[src/rtl/efx_dsp12_div_seq.sv]
// Sequential radix-2 restoring divider, one quotient bit per enabled clock.
// Optional DIV0/OVFL flag ports are built when EFX_DSP12_DIV_FLAGS_EN is defined.
module efx_dsp12_div_seq #(
    parameter int W_N    = 12,
    parameter int W_D    = 4,
    parameter int SIGNED = 1
) (
    input  logic           CLK,
    input  logic           RST,
    input  logic           CE,
    input  logic           in_valid,
    output logic           in_ready,
    input  logic [W_N-1:0] N,
    input  logic [W_D-1:0] D,
    output logic           out_valid,
    input  logic           out_ready,
    output logic [W_N-1:0] Q,
    output logic [W_D-1:0] R
`ifdef EFX_DSP12_DIV_FLAGS_EN
    ,
    output logic           DIV0,
    output logic           OVFL
`endif
);

    localparam int CW = $clog2(W_N + 1);
    localparam logic [W_N-1:0] Q_MIN = {1'b1, {(W_N-1){1'b0}}};

    typedef enum logic [1:0] {S_IDLE, S_CALC, S_FIX, S_DONE} state_t;

    state_t         state, state_n;
    logic [CW-1:0]  cnt;
    logic [W_N-1:0] nq;      // dividend bits shift out at the top, quotient bits shift in at the bottom
    logic [W_D-1:0] rem;
    logic [W_D-1:0] dmag;
    logic           sign_q, sign_r;

    logic           neg_n, neg_d, d_zero, q_bit;
    logic [W_N-1:0] n_abs;
    logic [W_D-1:0] d_abs, rem_nxt;
    logic [W_D:0]   sh;

    assign in_ready  = (state == S_IDLE) && CE;
    assign out_valid = (state == S_DONE);

    // The trial subtraction is a W_D+1-bit compare followed by a W_D-bit subtract:
    // a kept difference is always below |D|, so the top bit is never needed.
    always_comb begin
        neg_n   = (SIGNED != 0) && N[W_N-1];
        neg_d   = (SIGNED != 0) && D[W_D-1];
        n_abs   = neg_n ? -N : N;
        d_abs   = neg_d ? -D : D;
        d_zero  = (D == '0);
        sh      = {rem, nq[W_N-1]};
        q_bit   = (sh >= {1'b0, dmag});
        rem_nxt = q_bit ? (sh[W_D-1:0] - dmag) : sh[W_D-1:0];
    end

    always_comb begin
        state_n = state;
        case (state)
            S_IDLE: if (in_valid && in_ready) state_n = d_zero ? S_DONE : S_CALC;
            S_CALC: if (CE && cnt == CW'(1)) state_n = S_FIX;
            S_FIX:  if (CE) state_n = S_DONE;
            S_DONE: if (CE && out_ready) state_n = S_IDLE;
            default: state_n = S_IDLE;
        endcase
    end

    always_ff @(posedge CLK) begin
        if (RST) state <= S_IDLE;
        else     state <= state_n;
    end

    always_ff @(posedge CLK) begin
        if (RST) begin
            cnt    <= '0;
            nq     <= '0;
            rem    <= '0;
            dmag   <= '0;
            sign_q <= 1'b0;
            sign_r <= 1'b0;
            Q      <= '0;
            R      <= '0;
        end else if (CE) begin
            case (state)
                S_IDLE: if (in_valid) begin
                    nq     <= n_abs;
                    dmag   <= d_abs;
                    sign_q <= neg_n ^ neg_d;
                    sign_r <= neg_n;
                    rem    <= '0;
                    cnt    <= CW'(W_N);
                    if (d_zero) begin
                        Q <= '1;
                        R <= '0;
                    end
                end
                S_CALC: begin
                    nq  <= {nq[W_N-2:0], q_bit};
                    rem <= rem_nxt;
                    cnt <= cnt - CW'(1);
                end
                S_FIX: begin
                    Q <= sign_q ? -nq : nq;
                    R <= sign_r ? -rem : rem;
                end
                default: ;
            endcase
        end
    end

`ifdef EFX_DSP12_DIV_FLAGS_EN
    always_ff @(posedge CLK) begin
        if (RST) begin
            DIV0 <= 1'b0;
            OVFL <= 1'b0;
        end else if (CE) begin
            case (state)
                S_IDLE: if (in_valid && d_zero) DIV0 <= 1'b1;
                S_FIX:  OVFL <= (SIGNED != 0) && !sign_q && (nq == Q_MIN);
                S_DONE: if (out_ready) begin
                    DIV0 <= 1'b0;
                    OVFL <= 1'b0;
                end
                default: ;
            endcase
        end
    end
`endif

endmodule

[config.mk]
export PLATFORM = sky130hd
export DESIGN_NAME = efx_dsp12_div_seq
export DESIGN_NICKNAME = d
export VERILOG_FILES = /design/src/rtl/efx_dsp12_div_seq.sv
export SDC_FILE = /design/constraint.sdc
export NUM_CORES = 1
export LEC_CHECK = 0
export BUFFER_PORTS_ARGS = -buffer_cell sky130_fd_sc_hd__buf_2
export CAP_MARGIN = 20
export CORE_ASPECT_RATIO = 0.75
export CORE_MARGIN = 10
export CORE_UTILIZATION = 25
export CTS_BUF_LIST = sky130_fd_sc_hd__clkbuf_4 sky130_fd_sc_hd__clkbuf_8
export DETAILED_ROUTE_END_ITERATION = 12
export GPL_ROUTABILITY_DRIVEN = 0
export PLACE_DENSITY = 0.51
export REMOVE_ABC_BUFFERS = 1
export SLEW_MARGIN = 30
export SYNTH_ARGS = -nofsm -noshare
export SYNTH_HDL_FRONTEND = slang
export SYNTH_SLANG_ARGS = --single-unit
export TNS_END_PERCENT = 5
[constraint.sdc]
create_clock -name CLK -period 3.39 [get_ports CLK]
set_clock_uncertainty 0.15 [all_clocks]
set_input_delay 0.339 -clock CLK [delete_from_list [all_inputs] [get_ports CLK]]
set_output_delay 0.339 -clock CLK [all_outputs]
set_load 0.05 [all_outputs]
==> results of run 1 <==
## worst max-delay path by stage
stage               depth (start not counted)  endpoint
floorplan                                   7    cnt[3]
global placement                            7    cnt[2]
detailed placement                          7    cnt[2]
CTS                                         7    cnt[2]
global route                                7    cnt[2]
finish                                      7    rem[2]
## cell type report
cell class,count,area share
multi-input combinational,241,0.537
sequential,44,0.292
timing repair buffer,38,0.0630
tap,136,0.0564
inverter,20,0.0249
clock buffer,5,0.0228
clock inverter,2,0.00415
## power groups by stage
stage	Sequential [mW]	Combinational (mW)	Clock [mW]
after global routing	0.759	1.01	0.362
after floorplan	0.888	0.526	0
after detailed placement	0.749	0.904	0
after global placement	0.745	0.895	0
after CTS	0.737	0.908	0.342
final	0.738	0.902	0.325
## through the flow
step / total power, mW / hold WS (ns) / util / cell area [µm²] / worst slack [ns]
4_1_cts: 1.99 / 0.131 / 0.293 / 3020 / 0.865
3_5_place_dp: 1.65 / 0.297 / 0.285 / 2940 / 0.880
3_3_place_gp: 1.64 / 0.289 / 0.285 / 2940 / 0.934
2_1_floorplan: 1.41 / 0.258 / - / 2580 / 1.30
6_report: 1.96 / 0.143 / 0.293 / 3020 / 0.869
5_1_grt: 2.13 / 0.144 / 0.293 / 3020 / 0.486
## placed cells by master, fill, tap and decap left out, types with 11 or more instances in the layout
cell	n
nor2_1	39
nand2_1	31
a211oi_1	11
xnor2_1	17
ha_1	15
a21oi_1	18
o21ai_0	11
dfxtp_1	44
inv_1	20
buf_2	38
o31ai_1	11
nand2b_1	11
## sequential cells by signal, summed over array words and instances, names as in the netlist
name / cells
Q: 12
nq: 12
R: 4
cnt: 4
dmag: 4
rem: 4
state: 2
sign_q: 1
sign_r: 1
## logic make-up after synthesis
logic type,synth area share
xor+xnor,0.0830
simple gates,0.193
compound gates,0.224
flops,0.334
fa+ha+maj,0.0787
buf+inv,0.0517
mux,0.0351
## routing by layer
metal / vias to the layer above / track usage / share of wire
met5: - / 0 / 0
met4: 0 / 0.0285 / 0.0055
met3: 4 / 0.0295 / 0.075
met2: 51 / 0.135 / 0.41
met1: 1063 / 0.132 / 0.51
li1: 1190 / - / -
## critical path, stage by stage (launching register included)
cell     delay (ns)
dfxtp_1        0.33
inv_1          0.11
ha_1           0.56
mux2i_1        0.17
nor2b_1        0.66
nor2_1         0.21
nand2_1        0.12
o21ai_0        0.09
==> flow_summary.ini, run 1 <==
[logic_synthesis]
ys.flop_type = dfxtp_1
synth_area_mm2 = 0.00264
async_flop_share = 0
synth_common_cells = dfxtp_1 (44), nor2_1 (39), nand2_1 (31)
ys_top_cells_by_area = dfxtp_1 (33%), ha_1 (7.1%), xnor2_1 (5.6%)
synth_warnings = 0
ys_seq_area_frac = 0.334
ys_seq_elements = 44
synthMostInstantiatedCell = dfxtp_1
post_synth_num_cell_types = 47
syn_inst = 321
synth_area_leader_cell = dfxtp_1
postSynthAreaPerCell_um2 = 8.22
synth-edff-count = 0
synth_top_area_share = 0.334

[setup_path]
r2r_start = state[1]
cp.required_ns = 3.42
critPathLaunchType = register
critical_path.endpoint_type = register
critPathKind = register to register
cp.arrival_ns = 2.55
critPathMaxFanout = 19
ff2ff_path_depth = 7
r2r-end = rem[2]
critPathLaunch = state[1]
reg2reg_slack_ns = 0.87

[flow_run]
max-cap-violations = 0

[timing]
finalHoldViolations = 0
fin_crit_sh = 0.744
rsz0062_at_grt = false
slew_violations = 0
worst_pin_slew_ns = 0.792
slew_headroom = 0.471
final-setup-viol-count = 0
fmax_ghz = 0.397
timing.setup.tns_ns = 0
fin_crit_ns = 2.52

[routing]
viasPerCell = 4.75
dr.first_iter.drc_count = 159
post_drt_wl_per_cell_um = 14.3
drc = 0
antenna_left = 0
dr.pass1.iters = 4
wl_um = 6940
num_vias = 2308

[clock_network]
path_clk_slew_ns = 0.08
cts_tree = built
post_cts_buffers = 0
cts_hold_buf = 0
clkSinkCount = 44
cts.repair.resized = 0
cts_root_buffer = clkbuf_8
htree_levels = 2
cts_buffer_depth = 2
numCtsBuffers = 5
clk_latency_ns = 0.30

[worst_hold_path]
hp-start = D[0]
hp-class = input pin to register
hold_depth = 3
holdPathEnd = dmag[0]

[global_routing]
grt_max_degree = 43
grt_pass1_wl_um = 11700
grt_overflow = 0
grt_pass1_vias = 2247
grt_usage = 0.0947
grt_antenna_before_repair = 0

[cells_and_area]
final_cell_count_no_fill = 486
multi_input_area_mm2 = 0.00162
regArea_um2 = 881
syn2layout_area_growth_pct = 14.4
nFillCells = 1124
fin_nets = 387
drive_gt1_frac = 0.154
antennaDiodeCount = 0

[floorplanning]
die_w_um = 139
std_cell_rows = 32
die_h_um = 109
start_util = 0.256
io_pins = 39
core_area_mm2 = 0.0103
die-area_mm2 = 0.0151

[placement]
portBuffers = 38
hpwl_um = 5420
place_inst = 479

[power_and_ir_drop]
power.combinational.fraction = 0.459
p_seq_frac = 0.375
switching_share = 0.450
intPower_mw = 1.08
power_switching_mw = 0.884
clkPwrFrac = 0.165
peakVddDrop_mv = 0.206
p_leak_nw = 1.18
power.density_mw_per_mm2 = 651

[status]
status = completed
Note: power is estimated with default switching activity, not from simulation.
==> inputs of run 2 (changes only) <==
--- a/config.mk
+++ b/config.mk
@@ -5,6 +5,7 @@
 export SDC_FILE = /design/constraint.sdc
 export NUM_CORES = 1
 export LEC_CHECK = 0
+export ABC_AREA = 1
 export BUFFER_PORTS_ARGS = -buffer_cell sky130_fd_sc_hd__buf_2
 export CAP_MARGIN = 20
 export CORE_ASPECT_RATIO = 0.75
==> constraint.sdc (replaced) <==
create_clock -name CLK -period 2.64 [get_ports CLK]
set_clock_uncertainty 0.15 [all_clocks]
set_input_delay 0.264 -clock CLK [delete_from_list [all_inputs] [get_ports CLK]]
set_output_delay 0.264 -clock CLK [all_outputs]
set_load 0.05 [all_outputs]
==> run 2 against run 1 <==
Against the previous run: wire length rose by 14%; clock-buffer cell count rose by 1; final area is 4.7% higher; clock power rose by 41%; register-to-register slack got worse by 0.28 ns; final cell count up 22%; synthesized cell count rose by 30%; power grew 43%; first-iteration DRC count is 4.4% lower; sequential cell count stayed put; via count up 17%; critical endpoint is now nq[9]; largest power group unchanged.
==> flow_summary.ini, run 2 <==
[status]
status = completed

[setup_path]
cp.required_ns = 2.73
cp_top_family = simple AND/OR/NAND/NOR gates
critPathLaunchType = register
critPathKind = register to register
reg2reg_slack_ns = 0.59
path_common_cell = a21oi_1
critPathMaxFanout = 23
cp.arrival_ns = 2.14
cpPeakStageDelay_ns = 0.39
path_cells = inv_1 -> ha_1 -> inv_2 -> nor2_4 -> nor2_8 -> a21oi_1 -> nand2_1 -> a21oi_1
cp_num_buf_inv = 2
critical_path.endpoint_type = register
crit_slowest_cell = ha_1

[logic_synthesis]
async_flop_share = 0
synth_warnings = 0
synth_area_mm2 = 0.00278
ys.flop_type = dfxtp_1
synth_top_family_by_area = simple AND/OR/NAND/NOR gates
synth_compound_area_frac = 0.175
synth-adder-area-share = 0.0748
synthMostInstantiatedCell = nand2_1
post_synth_num_cell_types = 36
muxShareOfSynthArea = 0
synth_area_leader_cell = dfxtp_1
syn_inst = 418
synth_common_cells = nand2_1 (86), inv_1 (56), nor2_1 (45)
ys_top_cells_by_area = dfxtp_1 (32%), nand2_1 (12%), inv_1 (7.6%)
synth_xor_area_frac = 0.0315
synth-edff-count = 0
postSynthAreaPerCell_um2 = 6.64
synth_top_area_share = 0.317
ys_seq_elements = 44
ys_seq_area_frac = 0.317
synth-simple-area-share = 0.289

[power_and_ir_drop]
p_total_mw = 2.81
peakVddDrop_mv = 0.337
power.density_mw_per_mm2 = 888
p_leak_nw = 1.51

[timing]
final-setup-viol-count = 0
slew_headroom = 0.542
timing.setup.tns_ns = 0
fin_crit_ns = 2.05
timing.hold.ws_ns = 0.0918
finalHoldViolations = 0
slew_violations = 0
fmax_ghz = 0.487
rsz0062_at_grt = false
worst_pin_slew_ns = 0.686
fin_crit_sh = 0.778

[cells_and_area]
nFillCells = 1252
drive_gt1_frac = 0.137
mostFrequentLayoutCell = nand2_1
antennaDiodeCount = 0
layout_common_cells = nand2_1 (86), inv_1 (56), nor2_1 (45)
fin_nets = 488
largestRegisters = Q x12, nq x12
syn2layout_area_growth_pct = 13.8
final_cell_count_no_fill = 592

[global_routing]
gr-usage-met2 = 0.145
busiest_layer = met1
grt_overflow = 0
grt_antenna_before_repair = 0
grt_pass1_vias = 2673
use_met1 = 0.149
grt_pass1_wl_um = 13500
grt_max_degree = 26
use_met3 = 0.0308
grt_usage = 0.103

[routing]
post_drt_wl_per_cell_um = 13.3
antenna_left = 0
num_vias = 2697
dr.pass1.iters = 4
drc = 0
viasPerCell = 4.56
wl_um = 7900
dr.first_iter.drc_count = 152

[clock_network]
cts_root_buffer = clkbuf_8
path_clk_slew_ns = 0.09
cts_buffer_depth = 2
post_cts_buffers = 0
clk_latency_ns = 0.31
cts_tree = built
cts.repair.resized = 0
numCtsBuffers = 5
clkSinkCount = 44
cts_hold_buf = 0
htree_levels = 2

[floorplanning]
std_cell_rows = 33
io_pins = 39
die_h_um = 111
core_area_mm2 = 0.0109
start_util = 0.255
die_w_um = 142
die-area_mm2 = 0.0158

[placement]
place_inst = 584
portBuffers = 38
hpwl_um = 6110

[flow_run]
max-cap-violations = 0

[worst_hold_path]
hp-class = input pin to register
[run 2: area by class of cell]
type | instances | area, µm² | share of cell area
inverter | 63 | 239 | 0.0756
timing repair buffer | 38 | 190 | 0.0602
clock buffer | 6 | 82.6 | 0.0261
clock inverter | 2 | 10.0 | 0.00317
tap | 140 | 175 | 0.0554
sequential | 44 | 881 | 0.279
multi-input combinational | 299 | 1580 | 0.501
[run 2: stage by stage]
stage               setup slack, ns  cell area, µm²   util
floorplan                     0.882            2700      -
global placement              0.648            3070  0.281
detailed placement            0.592            3070  0.281
CTS                           0.561            3160  0.290
global route                  0.327            3160  0.290
finish                        0.587            3160  0.290
[run 2: cell families (layout without fill, tap and decap cells)]
logic type | Yosys count | count (layout)
simple gates | 185 | 185
compound gates | 88 | 88
buf+inv | 75 | 109
flops | 44 | 44
fa+ha+maj | 16 | 16
xor+xnor | 10 | 10
[run 2: power by group]
part	switching (mW)	internal (mW)	leakage [nW]	total (mW)
sequential	0.116	0.812	0.359	0.928
combinational	1.00	0.418	1.10	1.42
clock	0.248	0.209	0.0510	0.457
total	1.37	1.44	1.51	2.81
[run 2: final timing paths]
kind / endpoint / cells past startpoint / from
worst max-delay path: nq[9] / 8 / state[1]
worst min-delay path: dmag[0] / 3 / D[0]
worst max register to register: nq[9] / 8 / state[1]
worst min register to register: dmag[0] / 2 / dmag[0]
[run 2: worst min-delay path, cell delays in order]
cell and delay, ns:
buf_2 0.12, nand2_1 0.06, a21oi_1 0.05
[run 2: routing by layer]
layer,part of all wire,vias up
li1,-,1419
met1,0.54,1216
met2,0.39,56
met3,0.065,6
met4,0.0056,0
met5,0,-
==> inputs of run 3 (changes only) <==
--- a/config.mk
+++ b/config.mk
@@ -5,7 +5,7 @@
 export SDC_FILE = /design/constraint.sdc
 export NUM_CORES = 1
 export LEC_CHECK = 0
-export ABC_AREA = 1
+export ABC_AREA = 0
 export BUFFER_PORTS_ARGS = -buffer_cell sky130_fd_sc_hd__buf_2
 export CAP_MARGIN = 20
 export CORE_ASPECT_RATIO = 0.75
==> constraint.sdc (replaced) <==
create_clock -name CLK -period 1.97 [get_ports CLK]
set_clock_uncertainty 0.15 [all_clocks]
set_input_delay 0.197 -clock CLK [delete_from_list [all_inputs] [get_ports CLK]]
set_output_delay 0.197 -clock CLK [all_outputs]
set_load 0.05 [all_outputs]
==> run 3 against run 2 <==
Against the previous run: wire length down 10%; critical path depth down 1; core utilization up 3.9 points; hold slack worse by 0.037 ns; largest power group unchanged; combinational power up 31%; final cell count down 12%; clock-buffer cell count unchanged; non-clock buffer count up 34; highest routed layer unchanged.
==> flow_summary.ini, run 3 (synthesis gave the netlist of run 1 again) <==
[power_and_ir_drop]
clkPwrFrac = 0.194
peakVddDrop_mv = 0.375
power.combinational.fraction = 0.487
power_switching_mw = 1.58
p_total_mw = 3.83
intPower_mw = 2.25
power.density_mw_per_mm2 = 1130
switching_share = 0.413
p_leak_nw = 1.38
p_seq_frac = 0.320

[cells_and_area]
drive_gt1_frac = 0.247
utilization = 0.329
layout_common_cells = dfxtp_1 (44), nor2_1 (38), buf_2 (38)
fin_nets = 421
largestRegisters = Q x12, nq x12
antennaDiodeCount = 0
syn2layout_area_growth_pct = 28.2
mostFrequentLayoutCell = dfxtp_1

[routing]
antenna_left = 0
num_vias = 2394
post_drt_wl_per_cell_um = 13.6
wl_um = 7090
dr.pass1.iters = 4
drc = 0
viasPerCell = 4.60
dr.first_iter.drc_count = 166

[timing]
worst_pin_slew_ns = 0.428
final-setup-viol-count = 0
timing.setup.tns_ns = 0
slew_headroom = 0.714
fmax_ghz = 0.533
rsz0062_at_grt = true
finalHoldViolations = 0
slew_violations = 0
fin_crit_sh = 0.952
fin_crit_ns = 1.87
worst_slack_ns = 0.0950

[placement]
hpwl_um = 5670
portBuffers = 38
pre_cts_ws_ns = -0.00571

[status]
status = completed

[setup_path]
reg2reg_slack_ns = 0.1
critPathKind = register to register
cpPeakStageDelay_ns = 0.33
critPathLaunch = state[1]
r2r_start = state[1]
ff2ff_path_depth = 7
critical_path.endpoint_type = register
cp.arrival_ns = 1.91
crit_slowest_cell = dfxtp_1
critPathMaxFanout = 11
cp.required_ns = 2.01
critPathLaunchType = register
crit_path_end = nq[1]
r2r-end = nq[1]
path_cells = inv_1 -> ha_2 -> mux2i_1 -> nand2b_1 -> buf_12 -> a221oi_1 -> nor2_1

[clock_network]
numCtsBuffers = 5
path_clk_slew_ns = 0.08
htree_levels = 2
cts_root_buffer = clkbuf_8
cts_buffer_depth = 2
clk_latency_ns = 0.31
clkSinkCount = 44
cts_tree = built

[worst_hold_path]
hp-class = input pin to register

[floorplanning]
die-area_mm2 = 0.0151
io_pins = 39
die_h_um = 109
std_cell_rows = 32
start_util = 0.256
core_area_mm2 = 0.0103
die_w_um = 139

[global_routing]
grt_antenna_before_repair = 0
grt_pass1_wl_um = 11900
grt_overflow = 0
grt_max_degree = 22
grt_pass1_vias = 2279
grt_usage = 0.0948

[flow_run]
max-cap-violations = 0
-- run 3: power by group through the flow --
stage          combinational (mW)  clock (mW)  sequential, mW
4_1_cts                      1.86       0.774            1.22
5_1_grt                      2.06       0.800            1.25
3_3_place_gp                 1.83           0            1.24
3_5_place_dp                 1.85           0            1.24
2_1_floorplan               0.904           0            1.53
6_report                     1.86       0.741            1.22
-- run 3: stage by stage --
step	area [µm²]	hold WS [ns]	cells
2_1_floorplan	2580	0.116	305
3_3_place_gp	3220	0.292	512
3_5_place_dp	3220	0.296	512
4_1_cts	3350	0.0430	521
5_1_grt	3380	0.0604	521
6_report	3380	0.0550	521
-- run 3: final cells by class --
class | instances | area [µm²]
multi-input combinational | 241 | 1650
sequential | 44 | 881
clock inverter | 2 | 38.8
timing repair buffer | 72 | 485
fill | 1074 | 6910
clock buffer | 6 | 82.6
tap | 136 | 170
inverter | 20 | 75.1
-- run 3: repair_timing --
action / 4_1_cts / 5_1_grt
endpoints found under the hold margin: 1 / 0
setup endpoints to repair: 0 / 16
gates resized for setup: 0 / 8
buffers inserted: 0 / 0
hold buffers: 1 / 0
-- run 3: worst max-delay path: cells and delay by family (launching register included) --
kind | cells | cell delay, ns
flip-flops | 1 | 0.33
buffers and inverters | 2 | 0.33
AND/OR/NAND/NOR | 2 | 0.32
adder cells (fa/ha/maj) | 1 | 0.27
AO/OA/AOI/OAI | 1 | 0.25
multiplexers | 1 | 0.11
-- run 3: layer usage --
metal  GRT usage  vias to the layer above  share of wire
li1            -                     1266              -
met1       0.134                     1077           0.53
met2       0.135                       43           0.41
met3      0.0282                        8          0.057
met4      0.0270                        0         0.0059
met5           0                        -              0
-- run 3: worst min path at each step --
| stage | start | to | slack (ns) | cells past startpoint |
|---|---|---|---|---|
| 3_3_place_gp | R[2] | R[2] | 0.29 | 2 |
| 6_report | D[0] | dmag[3] | 0.05 | 4 |
| 4_1_cts | D[1] | dmag[3] | 0.04 | 4 |
| 5_1_grt | D[0] | dmag[3] | 0.06 | 4 |
| 2_1_floorplan | RST | R[1] | 0.12 | 1 |
| 3_5_place_dp | R[2] | R[2] | 0.30 | 2 |
